==> config.mk <==
export PLATFORM = sky130hd
export DESIGN_NAME = fx_match_arbiter
export DESIGN_NICKNAME = d
export VERILOG_FILES = /design/src/rtl/fx_match_pkg.sv /design/src/rtl/fx_quant_sat.sv /design/src/rtl/fx_match_arbiter.sv
export SDC_FILE = /design/constraint.sdc
export NUM_CORES = 1
export LEC_CHECK = 0
export BUFFER_PORTS_ARGS = -buffer_cell sky130_fd_sc_hd__buf_4
export CAP_MARGIN = 20
export CORE_ASPECT_RATIO = 1.2
export CORE_MARGIN = 4
export CORE_UTILIZATION = 45
export CTS_CLUSTER_DIAMETER = 100
export CTS_CLUSTER_SIZE = 8
export DETAILED_ROUTE_END_ITERATION = 8
export GPL_TIMING_DRIVEN = 0
export PLACE_DENSITY = 0.7
export SLEW_MARGIN = 25
export SYNTH_ARGS = -nofsm -noshare
export SYNTH_HDL_FRONTEND = slang
export SYNTH_SLANG_ARGS = --single-unit
export TNS_END_PERCENT = 20
==> constraint.sdc <==
create_clock -name clk -period 4.35 [get_ports clk]
set_input_delay 0.2175 -clock clk [delete_from_list [all_inputs] [get_ports clk]]
set_output_delay 0.2175 -clock clk [all_outputs]
set_load 0.01 [all_outputs]
==> src/rtl/fx_match_pkg.sv <==
// Shared types and constants for the fixed-point format-match arbiter.
// Holds word widths, requester count, the runtime config record and its reset value.
// No logic here; imported by the arbiter top and the quantize/overflow datapath.
package fx_match_pkg;

    localparam int N_REQ = 4;   // requesters sharing the converter
    localparam int IW    = 12;  // signed input word width
    localparam int OW    = 10;  // signed output word width
    localparam int TAG_W = 2;   // clog2(N_REQ)

    typedef enum logic {
        TRUNC = 1'b0,           // floor
        RHU   = 1'b1            // round half up
    } round_e;

    typedef enum logic {
        WRAP = 1'b0,
        SAT  = 1'b1
    } ovf_e;

    typedef struct packed {
        logic [1:0] shift;      // LSBs dropped, 0..3
        round_e     round;
        ovf_e       sat;
    } cfg_t;

    localparam cfg_t CFG_RST = '{shift: 2'd0, round: TRUNC, sat: SAT};

endpackage

==> src/rtl/fx_quant_sat.sv <==
// Combinational quantize (drop LSBs, truncate or round-half-up) and overflow (saturate or wrap).
// Latency: none; the caller registers q between the two halves to form the S1/S2 pipeline.
// Backpressure: not applicable, pure function of its inputs.
// Ports: din/cfg -> q (S1 quantize, IW+1 bits signed); q_in/cfg.sat -> dout/ovf (S2 overflow).
module fx_quant_sat
    import fx_match_pkg::*;
(
    input  logic [IW-1:0] din,
    input  cfg_t          cfg,
    output logic [IW:0]   q,
    input  logic [IW:0]   q_in,
    output logic [OW-1:0] dout,
    output logic          ovf
);

    logic signed [IW:0] ext;
    logic signed [IW:0] shifted;
    logic               rnd_bit;

    always_comb begin
        ext     = {din[IW-1], din};
        shifted = ext >>> cfg.shift;
        // Adding the highest dropped bit turns the floor into round-half-up.
        rnd_bit = 1'b0;
        if (cfg.round == RHU) begin
            case (cfg.shift)
                2'd1:    rnd_bit = din[0];
                2'd2:    rnd_bit = din[1];
                2'd3:    rnd_bit = din[2];
                default: rnd_bit = 1'b0;
            endcase
        end
        q = shifted + {{IW{1'b0}}, rnd_bit};
    end

    generate
        if (OW >= IW + 1) begin : g_fit
            // Every quantized value is representable: plain sign extension.
            assign dout = OW'($signed(q_in));
            assign ovf  = 1'b0;
        end else begin : g_chk
            localparam logic [OW-1:0] O_MAX = {1'b0, {(OW-1){1'b1}}};
            localparam logic [OW-1:0] O_MIN = {1'b1, {(OW-1){1'b0}}};
            logic in_range;

            // In range exactly when the bits above the output sign bit all copy it.
            assign in_range = (&q_in[IW:OW-1]) | ~(|q_in[IW:OW-1]);

            always_comb begin
                dout = q_in[OW-1:0];
                ovf  = ~in_range;
                if (!in_range && cfg.sat == SAT) begin
                    dout = q_in[IW] ? O_MIN : O_MAX;
                end
            end
        end
    endgenerate

endmodule

==> src/rtl/fx_match_arbiter.sv <==
// Round-robin shares one two-stage fixed-point format-match pipeline among N_REQ requesters.
// Latency 2 cycles from accept to o_valid; 1 result per cycle while o_ready is high.
// Backpressure: o_ready low stalls S2 then S1; req_ready drops once both stages hold data.
// Ports: req_valid/req_data/req_ready per requester; o_valid/o_ready/o_data/o_tag/o_ovf result;
//        cfg_we/cfg_shift/cfg_round/cfg_sat runtime config (taken only when idle); busy.
module fx_match_arbiter
    import fx_match_pkg::*;
(
    input  logic                  clk,
    input  logic                  rst,
    input  logic [N_REQ-1:0]      req_valid,
    input  logic [N_REQ*IW-1:0]   req_data,
    output logic [N_REQ-1:0]      req_ready,
    output logic                  o_valid,
    input  logic                  o_ready,
    output logic [OW-1:0]         o_data,
    output logic [TAG_W-1:0]      o_tag,
    output logic                  o_ovf,
    input  logic                  cfg_we,
    input  logic [1:0]            cfg_shift,
    input  logic                  cfg_round,
    input  logic                  cfg_sat,
    output logic                  busy
);

    cfg_t             cfg;
    logic [TAG_W-1:0] ptr;

    logic             s1_valid;
    logic [IW:0]      s1_q;
    logic [TAG_W-1:0] s1_tag;
    logic             s2_valid;

    logic             adv1;
    logic             adv2;
    logic             cfg_take;
    logic             grant_en;
    logic             grant_any;
    logic [TAG_W-1:0] grant_idx;
    logic [TAG_W-1:0] rr_idx;
    logic [IW-1:0]    grant_data;
    logic [IW:0]      q_new;
    logic [OW-1:0]    res_data;
    logic             res_ovf;

    assign o_valid  = s2_valid;
    assign adv2     = ~s2_valid | o_ready;
    assign adv1     = ~s1_valid | adv2;
    assign busy     = s1_valid | s2_valid;
    // Config may only change with the pipeline empty so both stages see one config.
    assign cfg_take = cfg_we & ~busy;
    assign grant_en = adv1 & ~cfg_take & ~rst;

    // First valid requester at or after ptr, wrapping.
    always_comb begin
        grant_any = 1'b0;
        grant_idx = ptr;
        rr_idx    = '0;
        for (int k = 0; k < N_REQ; k++) begin
            rr_idx = TAG_W'((int'(ptr) + k) % N_REQ);
            if (!grant_any && req_valid[rr_idx]) begin
                grant_any = 1'b1;
                grant_idx = rr_idx;
            end
        end
    end

    assign req_ready  = (grant_en && grant_any) ? (N_REQ'(1) << grant_idx) : '0;
    assign grant_data = req_data[grant_idx*IW +: IW];

    fx_quant_sat u_quant_sat (
        .din  (grant_data),
        .cfg  (cfg),
        .q    (q_new),
        .q_in (s1_q),
        .dout (res_data),
        .ovf  (res_ovf)
    );

    always_ff @(posedge clk or posedge rst) begin
        if (rst) begin
            cfg      <= CFG_RST;
            ptr      <= '0;
            s1_valid <= 1'b0;
            s1_q     <= '0;
            s1_tag   <= '0;
            s2_valid <= 1'b0;
            o_data   <= '0;
            o_tag    <= '0;
            o_ovf    <= 1'b0;
        end else begin
            if (cfg_take) begin
                cfg <= '{shift: cfg_shift, round: round_e'(cfg_round), sat: ovf_e'(cfg_sat)};
            end
            if (grant_en && grant_any) begin
                ptr <= TAG_W'((int'(grant_idx) + 1) % N_REQ);
            end
            if (adv1) begin
                s1_valid <= grant_en & grant_any;
                if (grant_en && grant_any) begin
                    s1_q   <= q_new;
                    s1_tag <= grant_idx;
                end
            end
            // Output registers only load on a real word, so they hold while stalled.
            if (adv2) begin
                s2_valid <= s1_valid;
                if (s1_valid) begin
                    o_data <= res_data;
                    o_tag  <= s1_tag;
                    o_ovf  <= res_ovf;
                end
            end
        end
    end

endmodule

==> flow_metrics.py <==
metrics = {
    "status": {
        "status": "complete, no violations",
    },
    "timing": {
        "slew_violations": 0,
        "hold_violations": 0,
        "setup_violations": 0,
        "max_clock_freq_mhz": 265,
        "fin_tns_setup_ns": 0,
        "max_slew.worst_pin.slew_ns": 0.881,
        "period_needed_ns": 3.78,
        "holdWs_ns": 0.0458,
        "fin_ws_ns": 0.572,
        "skew_ns": 0.00853,
        "max_slew_margin": 0.407,
        "rsz0062_at_grt": "no",
        "fin_crit_sh": 0.868,
    },
    "layout": {
        "instances_no_fill": 481,
        "diodes": 0,
        "final_layout_size_suffix_gt1_frac": 0.301,
        "final_core_util": 0.602,
        "fin_nets": 464,
        "syn2layout_area_growth_pct": 27.7,
        "final_area_um2": 3690,
    },
    "synthesis": {
        "syn_area_um2": 2890,
        "async_flop_share": 1.00,
        "ys_seq_area_frac": 0.312,
        "ys.flop_type": "dfrtp_1",
        "synth_top_area_share": 0.303,
        "synth_warnings": 0,
        "avgSynthCellArea_um2": 9.23,
        "synth_nets": 379,
        "yosysUniqueCellTypes": 57,
        "ys_ff_latch": 36,
        "synth_edf_count": 0,
        "yosysMostFrequentCell": "nand2_1",
        "synthCells": 313,
        "yosys-top-cells-area": "dfrtp_1, mux2i_1, mux4_2",
        "synth_top_cells_by_count": "nand2_1, dfrtp_1, o21ai_0",
        "synth_top_area_cell": "dfrtp_1",
    },
    "worst_setup_path": {
        "cp_data_required_time_ns": 4.56,
        "crit_path_start_kind": "flop",
        "rrSetupSlack_ns": 0.57,
        "r2r_cells": 13,
        "crit_type": "flop to flop",
        "arrival_ns": 3.99,
        "r2r-start": "ptr[1]$_DFFE_PP0P_",
        "reg2reg_to": "s1_q[9]$_DFFE_PP0P_",
        "cp-end-kind": "flop",
        "cp_max_fo": 11,
    },
    "placement": {
        "routabilityCongestion": 0.877,
        "placed_area_um2": 3580,
        "port_buffers": 78,
        "dp_slack_ns": 0.564,
        "dp_cells": 473,
        "hpwl_mm": 5.98,
    },
    "detailed_routing": {
        "vias": 2662,
        "ant_nets": 0,
        "drc_errors": 0,
        "wirelength_mm": 7.14,
        "drt_pre_antenna_iters": 4,
        "first_iter_violations": 117,
        "via_per_inst": 5.53,
        "post_drt_wl_per_cell_um": 14.8,
    },
    "hold_path": {
        "hold_path_class": "input pin to async pin",
    },
    "pwr": {
        "leakage_nw": 1.65,
        "p_total_mw": 2.36,
        "ir_drop_mv": 0.325,
        "power_density_nw_per_um2": 640,
    },
    "grt": {
        "track_usage": 0.194,
        "antenna_found_initial": 0,
        "grt_overflow_total": 0,
        "grt_max_degree": 37,
        "grt_pass1_wl_mm": 11.9,
        "grt_pass1_vias": 2598,
    },
    "run": {
        "maxCapViolations": 0,
    },
    "clock_tree": {
        "numClockSinks": 36,
        "cts_resized": 0,
        "cts_root_buffer": "clkbuf_8",
        "path_clk_slew_ns": 0.07,
        "cts_setup_buffers": 0,
        "cts_hold_repair.buffers": 0,
        "cts_tree": "yes",
        "clk_latency_ns": 0.29,
        "cts.path.max_buffers": 2,
        "htreeDepth": 2,
        "cts_buffers": 5,
    },
    "floorplan": {
        "die_h_um": 95.8,
        "start_util": 0.471,
        "num_rows": 31,
        "die_area_um2": 7770,
        "core-area_um2": 6130,
        "ios": 79,
        "die_width_um": 81.1,
    },
}
==> report_power, final <==
group          internal [mW]  total [mW]  leakage [nW]  switching, mW
clock                  0.169       0.283        0.0541          0.113
sequential             0.493       0.598         0.433          0.105
combinational          0.684        1.48          1.17          0.795
total                   1.35        2.36          1.65           1.01
==> registers in the layout, indices dropped and copies added (netlist names) <==
register / cells
cfg: 4
o_data: 10
o_ovf: 1
o_tag: 2
o_valid: 1
ptr: 2
s1_q: 13
s1_tag: 2
s1_valid: 1
==> worst max-delay path: stages, from the launching register on <==
cell and delay [ns]:
dfrtp_1 0.47, nor3_1 0.39, nor4_4 0.12, nor2_2 0.22, clkbuf_1 0.51, a21oi_1 0.19, a32o_1 0.28, o21ai_0 0.15
a22oi_1 0.09, nor2b_1 0.19, ha_1 0.20, nand4_1 0.16, or4_1 0.56, a31oi_1 0.17
==> cell families after synthesis <==
| kind of cell | count (synthesis) | share of synthesized area |
|---|---|---|
| xor gates and xnor gates | 4 | 0.0121 |
| adders and majority gates | 6 | 0.0260 |
| and+or+nand+nor | 114 | 0.205 |
| buffers and inverters | 24 | 0.0425 |
| DFF | 36 | 0.312 |
| AOI/OAI and AO/OA | 77 | 0.168 |
| muxes | 52 | 0.234 |
==> per-layer routing <==
metal	wire [um]	part of all wire	GRT usage	up-vias
met4	94	0.013	0.0535	0
met3	412	0.058	0.0309	9
met5	0	0	0	-
met2	3720	0.52	0.357	80
li1	-	-	-	1348
met1	2910	0.41	0.232	1225
==> placed cells by master, fill, tap and decap left out, types with 7 or more instances in the layout <==
cell       n
nor2_1    16
mux2_2     8
mux4_2    11
clkbuf_1  11
mux2_1     7
buf_4     80
nor3_1     7
o21ai_0   27
a21oi_1   15
nand2_1   44
nand3_1   10
mux2i_1   26
dfrtp_1   35
==> area by class of cell <==
cell class,instances,area (um2)
Tap cell,82,103
Inverter,8,37.5
Sequential cell,36,902
Fill cell,607,2440
Clock buffer,5,68.8
Clock inverter,3,42.5
Multi-Input combinational cell,253,1860
Buffer,16,85.1
Timing Repair Buffer,78,586
==> worst max path at each step <==
| stage | from | to | slack (ns) | cells after the start |
|---|---|---|---|---|
| after floorplan | ptr[1]$_DFFE_PP0P_ | s1_q[9]$_DFFE_PP0P_ | 1.11 | 13 |
| after global placement | ptr[1]$_DFFE_PP0P_ | s1_q[9]$_DFFE_PP0P_ | 0.64 | 13 |
| after detailed placement | ptr[1]$_DFFE_PP0P_ | s1_q[9]$_DFFE_PP0P_ | 0.56 | 13 |
| after CTS | ptr[1]$_DFFE_PP0P_ | s1_q[9]$_DFFE_PP0P_ | 0.54 | 13 |
| after global routing | ptr[1]$_DFFE_PP0P_ | s1_q[9]$_DFFE_PP0P_ | 0.20 | 13 |
| final | ptr[1]$_DFFE_PP0P_ | s1_q[9]$_DFFE_PP0P_ | 0.57 | 13 |
Power figures use the tool's default switching activity.
